### config.mk
export PLATFORM = sky130hd
export DESIGN_NAME = nfc_command_receiver
export DESIGN_NICKNAME = d
export VERILOG_FILES = /design/src/rtl/nfc_command_receiver_pkg.sv /design/src/rtl/nfc_cmd_fifo.sv /design/src/rtl/nfc_command_receiver.sv
export SDC_FILE = /design/constraint.sdc
export NUM_CORES = 1
export LEC_CHECK = 0
export CORE_ASPECT_RATIO = 1.2
export CORE_MARGIN = 1.5
export CORE_UTILIZATION = 54
export CTS_CLUSTER_DIAMETER = 40
export DETAILED_ROUTE_END_ITERATION = 10
export GPL_TIMING_DRIVEN = 0
export PLACE_DENSITY = 0.8
export REMOVE_ABC_BUFFERS = 1
export SLEW_MARGIN = 10
export SYNTH_ARGS = -nofsm -noshare
export SYNTH_HDL_FRONTEND = slang
export SYNTH_SLANG_ARGS = --single-unit
### constraint.sdc
create_clock -name iSystemClock -period 2.95 [get_ports iSystemClock]
set_clock_uncertainty 0.2 [all_clocks]
set_input_delay 0.59 -clock iSystemClock [delete_from_list [all_inputs] [get_ports iSystemClock]]
set_output_delay 0.59 -clock iSystemClock [all_outputs]
set_load 0.03 [all_outputs]
### src/rtl/nfc_command_receiver_pkg.sv
// Shared types and constants for the NAND flash controller command receiver.
// Holds the command record layout, FSM encoding and status word layout.
package nfc_command_receiver_pkg;

  localparam int unsigned OpcodeWidth  = 6;
  localparam int unsigned TargetWidth  = 5;
  localparam int unsigned AddressWidth = 32;
  localparam int unsigned LengthWidth  = 16;
  localparam int unsigned TimerWidth   = 16;
  localparam int unsigned StatusWidth  = 24;

  typedef struct packed {
    logic [OpcodeWidth-1:0]  opcode;
    logic [TargetWidth-1:0]  target;
    logic [AddressWidth-1:0] address;
    logic [LengthWidth-1:0]  length;
  } cmd_t;

  localparam int unsigned CmdWidth = $bits(cmd_t);

  typedef enum logic [2:0] {
    StIdle,
    StWaitRb,
    StIssue,
    StBusy,
    StReport
  } state_e;

  localparam logic [7:0] StatusOk        = 8'h00;
  localparam logic [7:0] StatusExecErr   = 8'h01;
  localparam logic [7:0] StatusBadTarget = 8'h02;
  localparam logic [7:0] StatusRbTimeout = 8'h03;

  localparam int unsigned StatusOpcodeLsb = 18;
  localparam int unsigned StatusTargetLsb = 13;
  localparam int unsigned StatusCodeLsb   = 0;

  // Bits [12:8] of the status word are reserved and always zero.
  function automatic logic [StatusWidth-1:0] pack_status(logic [OpcodeWidth-1:0] opcode,
                                                         logic [TargetWidth-1:0] target,
                                                         logic [7:0]             code);
    logic [StatusWidth-1:0] status;
    status = '0;
    status[StatusOpcodeLsb +: OpcodeWidth] = opcode;
    status[StatusTargetLsb +: TargetWidth] = target;
    status[StatusCodeLsb +: 8]             = code;
    return status;
  endfunction

endpackage

### src/rtl/nfc_cmd_fifo.sv
// Synchronous command FIFO with registered occupancy count.
// The head entry is presented combinationally whenever the FIFO is non-empty.
module nfc_cmd_fifo #(
  parameter int unsigned Depth      = 4,
  parameter int unsigned Width      = 59,
  localparam int unsigned PtrWidth   = $clog2(Depth),
  localparam int unsigned CountWidth = $clog2(Depth + 1)
) (
  input  logic                  iSystemClock,
  input  logic                  iReset,
  input  logic                  iPush,
  input  logic [Width-1:0]      iData,
  input  logic                  iPop,
  output logic [Width-1:0]      oHead,
  output logic [CountWidth-1:0] oCount
);

  logic [Width-1:0]      mem_q [Depth];
  logic [PtrWidth-1:0]   wr_ptr_q;
  logic [PtrWidth-1:0]   rd_ptr_q;
  logic [CountWidth-1:0] count_q;
  logic                  do_push;
  logic                  do_pop;

  assign do_push = iPush && (count_q != CountWidth'(Depth));
  assign do_pop  = iPop && (count_q != '0);

  // Depth is a power of two, so the pointers wrap naturally.
  always_ff @(posedge iSystemClock or negedge iReset) begin
    if (!iReset) begin
      wr_ptr_q <= '0;
      rd_ptr_q <= '0;
      count_q  <= '0;
    end else begin
      if (do_push) begin
        wr_ptr_q <= wr_ptr_q + PtrWidth'(1);
      end
      if (do_pop) begin
        rd_ptr_q <= rd_ptr_q + PtrWidth'(1);
      end
      case ({do_push, do_pop})
        2'b10:   count_q <= count_q + CountWidth'(1);
        2'b01:   count_q <= count_q - CountWidth'(1);
        default: count_q <= count_q;
      endcase
    end
  end

  always_ff @(posedge iSystemClock) begin
    if (do_push) begin
      mem_q[wr_ptr_q] <= iData;
    end
  end

  assign oHead  = mem_q[rd_ptr_q];
  assign oCount = count_q;

endmodule

### src/rtl/nfc_command_receiver.sv
// Command-side responder: queues commands, waits for the target way's R/B line,
// hands each command to the way executor and reports a 24-bit status word.
module nfc_command_receiver
  import nfc_command_receiver_pkg::*;
#(
  parameter int unsigned NumberOfWays  = 2,
  parameter int unsigned FifoDepth     = 4,
  parameter int unsigned TimeoutCycles = 65535
) (
  input  logic                    iSystemClock,
  input  logic                    iReset,
  input  logic [5:0]              iOpcode,
  input  logic [4:0]              iTargetID,
  input  logic [4:0]              iSourceID,
  input  logic [31:0]             iAddress,
  input  logic [15:0]             iLength,
  input  logic                    iCMDValid,
  output logic                    oCMDReady,
  output logic [23:0]             oStatus,
  output logic                    oStatusValid,
  input  logic [NumberOfWays-1:0] iReadyBusy,
  output logic [5:0]              oExecOpcode,
  output logic [4:0]              oExecTargetID,
  output logic [31:0]             oExecAddress,
  output logic [15:0]             oExecLength,
  output logic                    oExecValid,
  input  logic                    iExecReady,
  input  logic                    iExecDone,
  input  logic                    iExecError
);

  localparam int unsigned CountWidth = $clog2(FifoDepth + 1);

  cmd_t                    cmd_in;
  cmd_t                    cmd_head;
  logic [CountWidth-1:0]   fifo_count;
  logic                    fifo_push;
  logic                    fifo_pop;
  logic                    fifo_nonempty;

  logic [NumberOfWays-1:0] rb_meta_q;
  logic [NumberOfWays-1:0] rb_sync_q;
  logic [31:0]             rb_ways;
  logic                    head_target_valid;
  logic                    head_way_ready;
  logic                    timeout_hit;

  state_e                  state_q, state_d;
  logic [TimerWidth-1:0]   timer_q, timer_d;
  logic [StatusWidth-1:0]  status_q, status_d;

  // The requester ID is accepted on the bus but never stored.
  logic unused_source;
  assign unused_source = ^iSourceID;

  assign cmd_in = '{opcode: iOpcode, target: iTargetID, address: iAddress, length: iLength};

  assign oCMDReady     = (fifo_count != CountWidth'(FifoDepth));
  assign fifo_push     = iCMDValid && oCMDReady;
  assign fifo_nonempty = (fifo_count != '0);

  nfc_cmd_fifo #(
    .Depth (FifoDepth),
    .Width (CmdWidth)
  ) u_cmd_fifo (
    .iSystemClock (iSystemClock),
    .iReset       (iReset),
    .iPush        (fifo_push),
    .iData        (cmd_in),
    .iPop         (fifo_pop),
    .oHead        (cmd_head),
    .oCount       (fifo_count)
  );

  // R/B pins are asynchronous to the system clock.
  always_ff @(posedge iSystemClock or negedge iReset) begin
    if (!iReset) begin
      rb_meta_q <= '0;
      rb_sync_q <= '0;
    end else begin
      rb_meta_q <= iReadyBusy;
      rb_sync_q <= rb_meta_q;
    end
  end

  // Zero-extend to 32 ways so any 5-bit target indexes safely.
  always_comb begin
    rb_ways                   = '0;
    rb_ways[NumberOfWays-1:0] = rb_sync_q;
  end

  assign head_target_valid = ({1'b0, cmd_head.target} < 6'(NumberOfWays));
  assign head_way_ready    = rb_ways[cmd_head.target];
  assign timeout_hit       = (TimeoutCycles != 0) &&
                             (timer_q == TimerWidth'(TimeoutCycles - 1));

  always_ff @(posedge iSystemClock or negedge iReset) begin
    if (!iReset) begin
      state_q  <= StIdle;
      timer_q  <= '0;
      status_q <= '0;
    end else begin
      state_q  <= state_d;
      timer_q  <= timer_d;
      status_q <= status_d;
    end
  end

  always_comb begin
    state_d  = state_q;
    timer_d  = timer_q;
    status_d = status_q;
    unique case (state_q)
      StIdle: begin
        if (fifo_nonempty) begin
          if (!head_target_valid) begin
            state_d  = StReport;
            status_d = pack_status(cmd_head.opcode, cmd_head.target, StatusBadTarget);
          end else begin
            state_d = StWaitRb;
            timer_d = '0;
          end
        end
      end
      StWaitRb: begin
        if (head_way_ready) begin
          state_d = StIssue;
        end else if (timeout_hit) begin
          state_d  = StReport;
          status_d = pack_status(cmd_head.opcode, cmd_head.target, StatusRbTimeout);
        end else begin
          timer_d = timer_q + TimerWidth'(1);
        end
      end
      StIssue: begin
        if (iExecReady) begin
          state_d = StBusy;
        end
      end
      StBusy: begin
        if (iExecDone) begin
          state_d  = StReport;
          status_d = pack_status(cmd_head.opcode, cmd_head.target,
                                 iExecError ? StatusExecErr : StatusOk);
        end
      end
      StReport: begin
        state_d = StIdle;
      end
      default: begin
        state_d = StIdle;
      end
    endcase
  end

  // The command stays at the FIFO head until its status has been reported.
  always_comb begin
    oExecValid    = 1'b0;
    oExecOpcode   = '0;
    oExecTargetID = '0;
    oExecAddress  = '0;
    oExecLength   = '0;
    oStatusValid  = 1'b0;
    fifo_pop      = 1'b0;
    unique case (state_q)
      StIssue: begin
        oExecValid    = 1'b1;
        oExecOpcode   = cmd_head.opcode;
        oExecTargetID = cmd_head.target;
        oExecAddress  = cmd_head.address;
        oExecLength   = cmd_head.length;
      end
      StReport: begin
        oStatusValid = 1'b1;
        fifo_pop     = 1'b1;
      end
      default: begin
      end
    endcase
  end

  assign oStatus = status_q;

endmodule

==> flow_summary.ini <==
[synthesis]
synth_cells = 587
synth-edff-count = 236
synth_area_um2 = 11200
postSynthAreaPerCell_um2 = 19.1
ys_seq_area_share_pct = 72.9
yosys_warnings = 0
ys_ff_latch = 279
synthArstFlopShare_pct = 15.4
ys_types = 55
ys.flop_type = edfxtp_1

[clock_tree]
clkSlewWorstSetupHoldPaths_ps = 60
htreeDepth = 1
ctsRootBufferMaster = clkbuf_16
cts_buffer_depth = 3
cts_num_sinks = 279
insertion_delay_ps = 540
cts_buffers = 31
cts_tree = done

[timing]
drv_slew = 0
period_needed_ps = 3050
grt_setup_unrepaired = true
period_share_pct = 103
setup_ws_ps = -103
finalHoldViolations = 0
max_freq_mhz = 328
worst_slew_pin_slew_ps = 587
setup_viol = 40
slew_headroom_pct = 60.8

[critical_path]
timing.rr.end = timer_q[7]
worstSetupPathType = flop to output pin
critPathRequiredTime_ps = 2160
r2r_slack_ps = -60
crit_path_start_kind = flop
end_kind = output pin
rr_worst_depth = 9
r2r-start = u_cmd_fifo.rd_ptr_q[0]
cp.arrival_ps = 2260
path_max_fanout = 5

[routing]
initialDrtViolationCount = 459
drc = 0
drt_pass1_iterations = 6
wl_um = 26600
vias = 6474
viasPerCell = 5.99
wl_per_cell_um = 24.6
ant_nets = 0

[floorplanning]
start_util_pct = 55.1
die_y_um = 161
die_x_um = 134
pin_count = 158
rows = 57
placeableCoreArea_um2 = 20300
dieArea_um2 = 21600

[final_layout]
drive_above_1_share_pct = 41.1
nets = 872
final_cell_area_um2 = 15200
synthToLayoutAreaGrowth_pct = 35.5
final_cell_count_no_fill = 1081
antenna_cells = 0
fillers = 1163

[run_status]
violations = negative setup slack
status = complete, but fails checks

[grt]
grt_overflow = 0
antenna_found_initial = 0
grt_usage_pct = 24.1
grt_pass1_vias = 6866
grt_first_pass_wirelength_um = 39200
grt_max_degree = 42

[placed_design]
place.gp.congestion = 0.766
placed_area_um2 = 13000
port_buffers = 141
dp.cells = 970
place_hpwl_um = 14000

[power_and_ir_drop]
clkPwrFrac_pct = 26.2
pwr_density_cell_nw_per_um2 = 960
power_frac_seq_pct = 38.0
p_int_mw = 10.1
ir_drop_mv = 0.675
switchingPower_mw = 4.45
p_leak_nw = 5.46
power_frac_comb_pct = 35.9
switching_share_pct = 30.6

[min_path]
hold-path-endpoint = rb_sync_q[0]
hold_start = rb_meta_q[0]
hold_path_class = flop to flop
min_path_cells = 0

[flow_run]
cap_viol_max_count = 0
-- timing repair --
| item | CTS | global route |
|---|---|---|
| setup endpoints to repair | 93 | 85 |
| endpoints found under the hold margin | 43 | 0 |
| cloned | 7 | 2 |
| gates resized for setup | 456 | 74 |
| hold buffers | 1 | 0 |
| pin swaps | 5 | 17 |
| setup buffers | 37 | 12 |
-- flip-flops by register name, indices dropped and copies added (netlist names) --
name,flops
timer_q,16
u_cmd_fifo.rd_ptr_q,2
u_cmd_fifo.mem_q,236
u_cmd_fifo.wr_ptr_q,2
oStatus,13
rb_sync_q,2
rb_meta_q,2
state_q,3
u_cmd_fifo.oCount,3
-- metal layers --
metal / vias to the layer above / track usage (%) / share of wire (%)
met4: 0 / 7.33 / 3.0
met1: 3354 / 31.8 / 39
li1: 2771 / - / -
met3: 60 / 4.07 / 6.3
met5: - / 0 / 0
met2: 289 / 41.3 / 52
-- worst max-delay path, cell delays in order, from the launching register on --
cell and delay, ps:
dfrtp_4 520, buf_12 160, buf_12 130, buf_16 140
mux4_2 430, and3_4 210, buf_6 130
-- metrics by stage --
stage	total power, mW	worst slack (ps)	setup TNS (ps)	utilization (%)	hold WS, ps
floorplan	8.05	-1830	-125540	-	94.4
global placement	9.06	-3150	-577820	62.6	142
detailed placement	9.37	-635	-29430	63.7	140
CTS	14.4	-259	-5750	73.6	168
global route	15.1	-137	-4330	74.7	187
finish	14.6	-103	-1730	74.7	163
-- cell type report --
class / count / area, µm² / area share, %
Clock buffer: 42 / 837 / 5.51
Clock inverter: 15 / 194 / 1.28
Inverter: 13 / 48.8 / 0.321
Multi-Input combinational cell: 264 / 3240 / 21.3
Sequential cell: 279 / 8180 / 53.9
Tap cell: 265 / 332 / 2.18
Timing Repair Buffer: 203 / 2360 / 15.5
-- cells by family after synthesis --
| kind of cell | Yosys count | synth area share, % |
|---|---|---|
| fa+ha+maj | 8 | 0.960 |
| buf+inv | 56 | 2.81 |
| simple gates | 125 | 6.78 |
| mux | 71 | 13.4 |
| compound gates | 41 | 2.70 |
| flops | 279 | 72.9 |
| xor+xnor | 6 | 0.469 |
| other cells | 1 | 0.0335 |
-- synthesized netlist by cell type, types with 3 or more instances --
cell | instances | share of area [%]
o31ai_1 | 5 | 0.34
mux2_4 | 6 | 0.80
clkbuf_1 | 18 | 0.60
o41ai_1 | 4 | 0.31
nor2_1 | 5 | 0.17
dfrtp_1 | 43 | 9.6
mux2_2 | 4 | 0.40
or4b_1 | 3 | 0.27
buf_4 | 11 | 0.74
a21oi_1 | 11 | 0.49
ha_1 | 7 | 0.78
xor2_1 | 3 | 0.23
xnor2_1 | 3 | 0.23
nand2_1 | 16 | 0.54
mux4_2 | 58 | 12
nand3_1 | 11 | 0.49
inv_1 | 13 | 0.44
edfxtp_1 | 236 | 63
or4_1 | 3 | 0.20
o211ai_1 | 4 | 0.27
buf_1 | 5 | 0.17
and3_1 | 64 | 3.6
and2_1 | 3 | 0.17
buf_6 | 6 | 0.60
o21ai_0 | 8 | 0.36
nand4_1 | 3 | 0.17
-- how the worst max path moves through the flow --
stage                           startpoint             end  cells past startpoint  slack (ps)
global route        u_cmd_fifo.rd_ptr_q[0]  oExecLength[3]                      6        -140
floorplan           u_cmd_fifo.rd_ptr_q[0]      timer_q[5]                      5       -1830
detailed placement  u_cmd_fifo.rd_ptr_q[0]      timer_q[5]                      6        -640
finish              u_cmd_fifo.rd_ptr_q[0]  oExecLength[3]                      6        -100
CTS                 u_cmd_fifo.rd_ptr_q[0]  oExecLength[3]                      7        -260
global placement    u_cmd_fifo.rd_ptr_q[0]     oStatus[13]                      5       -3150
-- cell usage in the layout (no fill, tap or decap), drive strengths merged, types with 2 or more instances in the layout --
master,count
inv,17
mux2,10
edfxtp,236
nand4,4
o31ai,5
clkinvlp,2
ha,7
or4b,3
clkinv,6
o21ai,8
conb,11
clkbuf,44
o211ai,6
clkdlybuf4s50,79
dfrtp,43
nand3,11
mux4,59
a21oi,11
nand3b,2
o41ai,4
mux2i,2
or2b,2
bufinv,3
xnor2,3
and3,64
buf,118
or4,6
nor4,2
nor2,6
or3,2
xor2,3
and2,3
nand2,16
-- power by group through the flow --
stage	Clock [mW]	Combinational (mW)	Sequential (mW)
finish	3.81	5.22	5.53
global route	4.02	5.50	5.59
CTS	3.86	5.07	5.51
detailed placement	0	3.68	5.70
global placement	0	3.10	5.96
floorplan	0	2.13	5.92
Power figures use the tool's default switching activity.
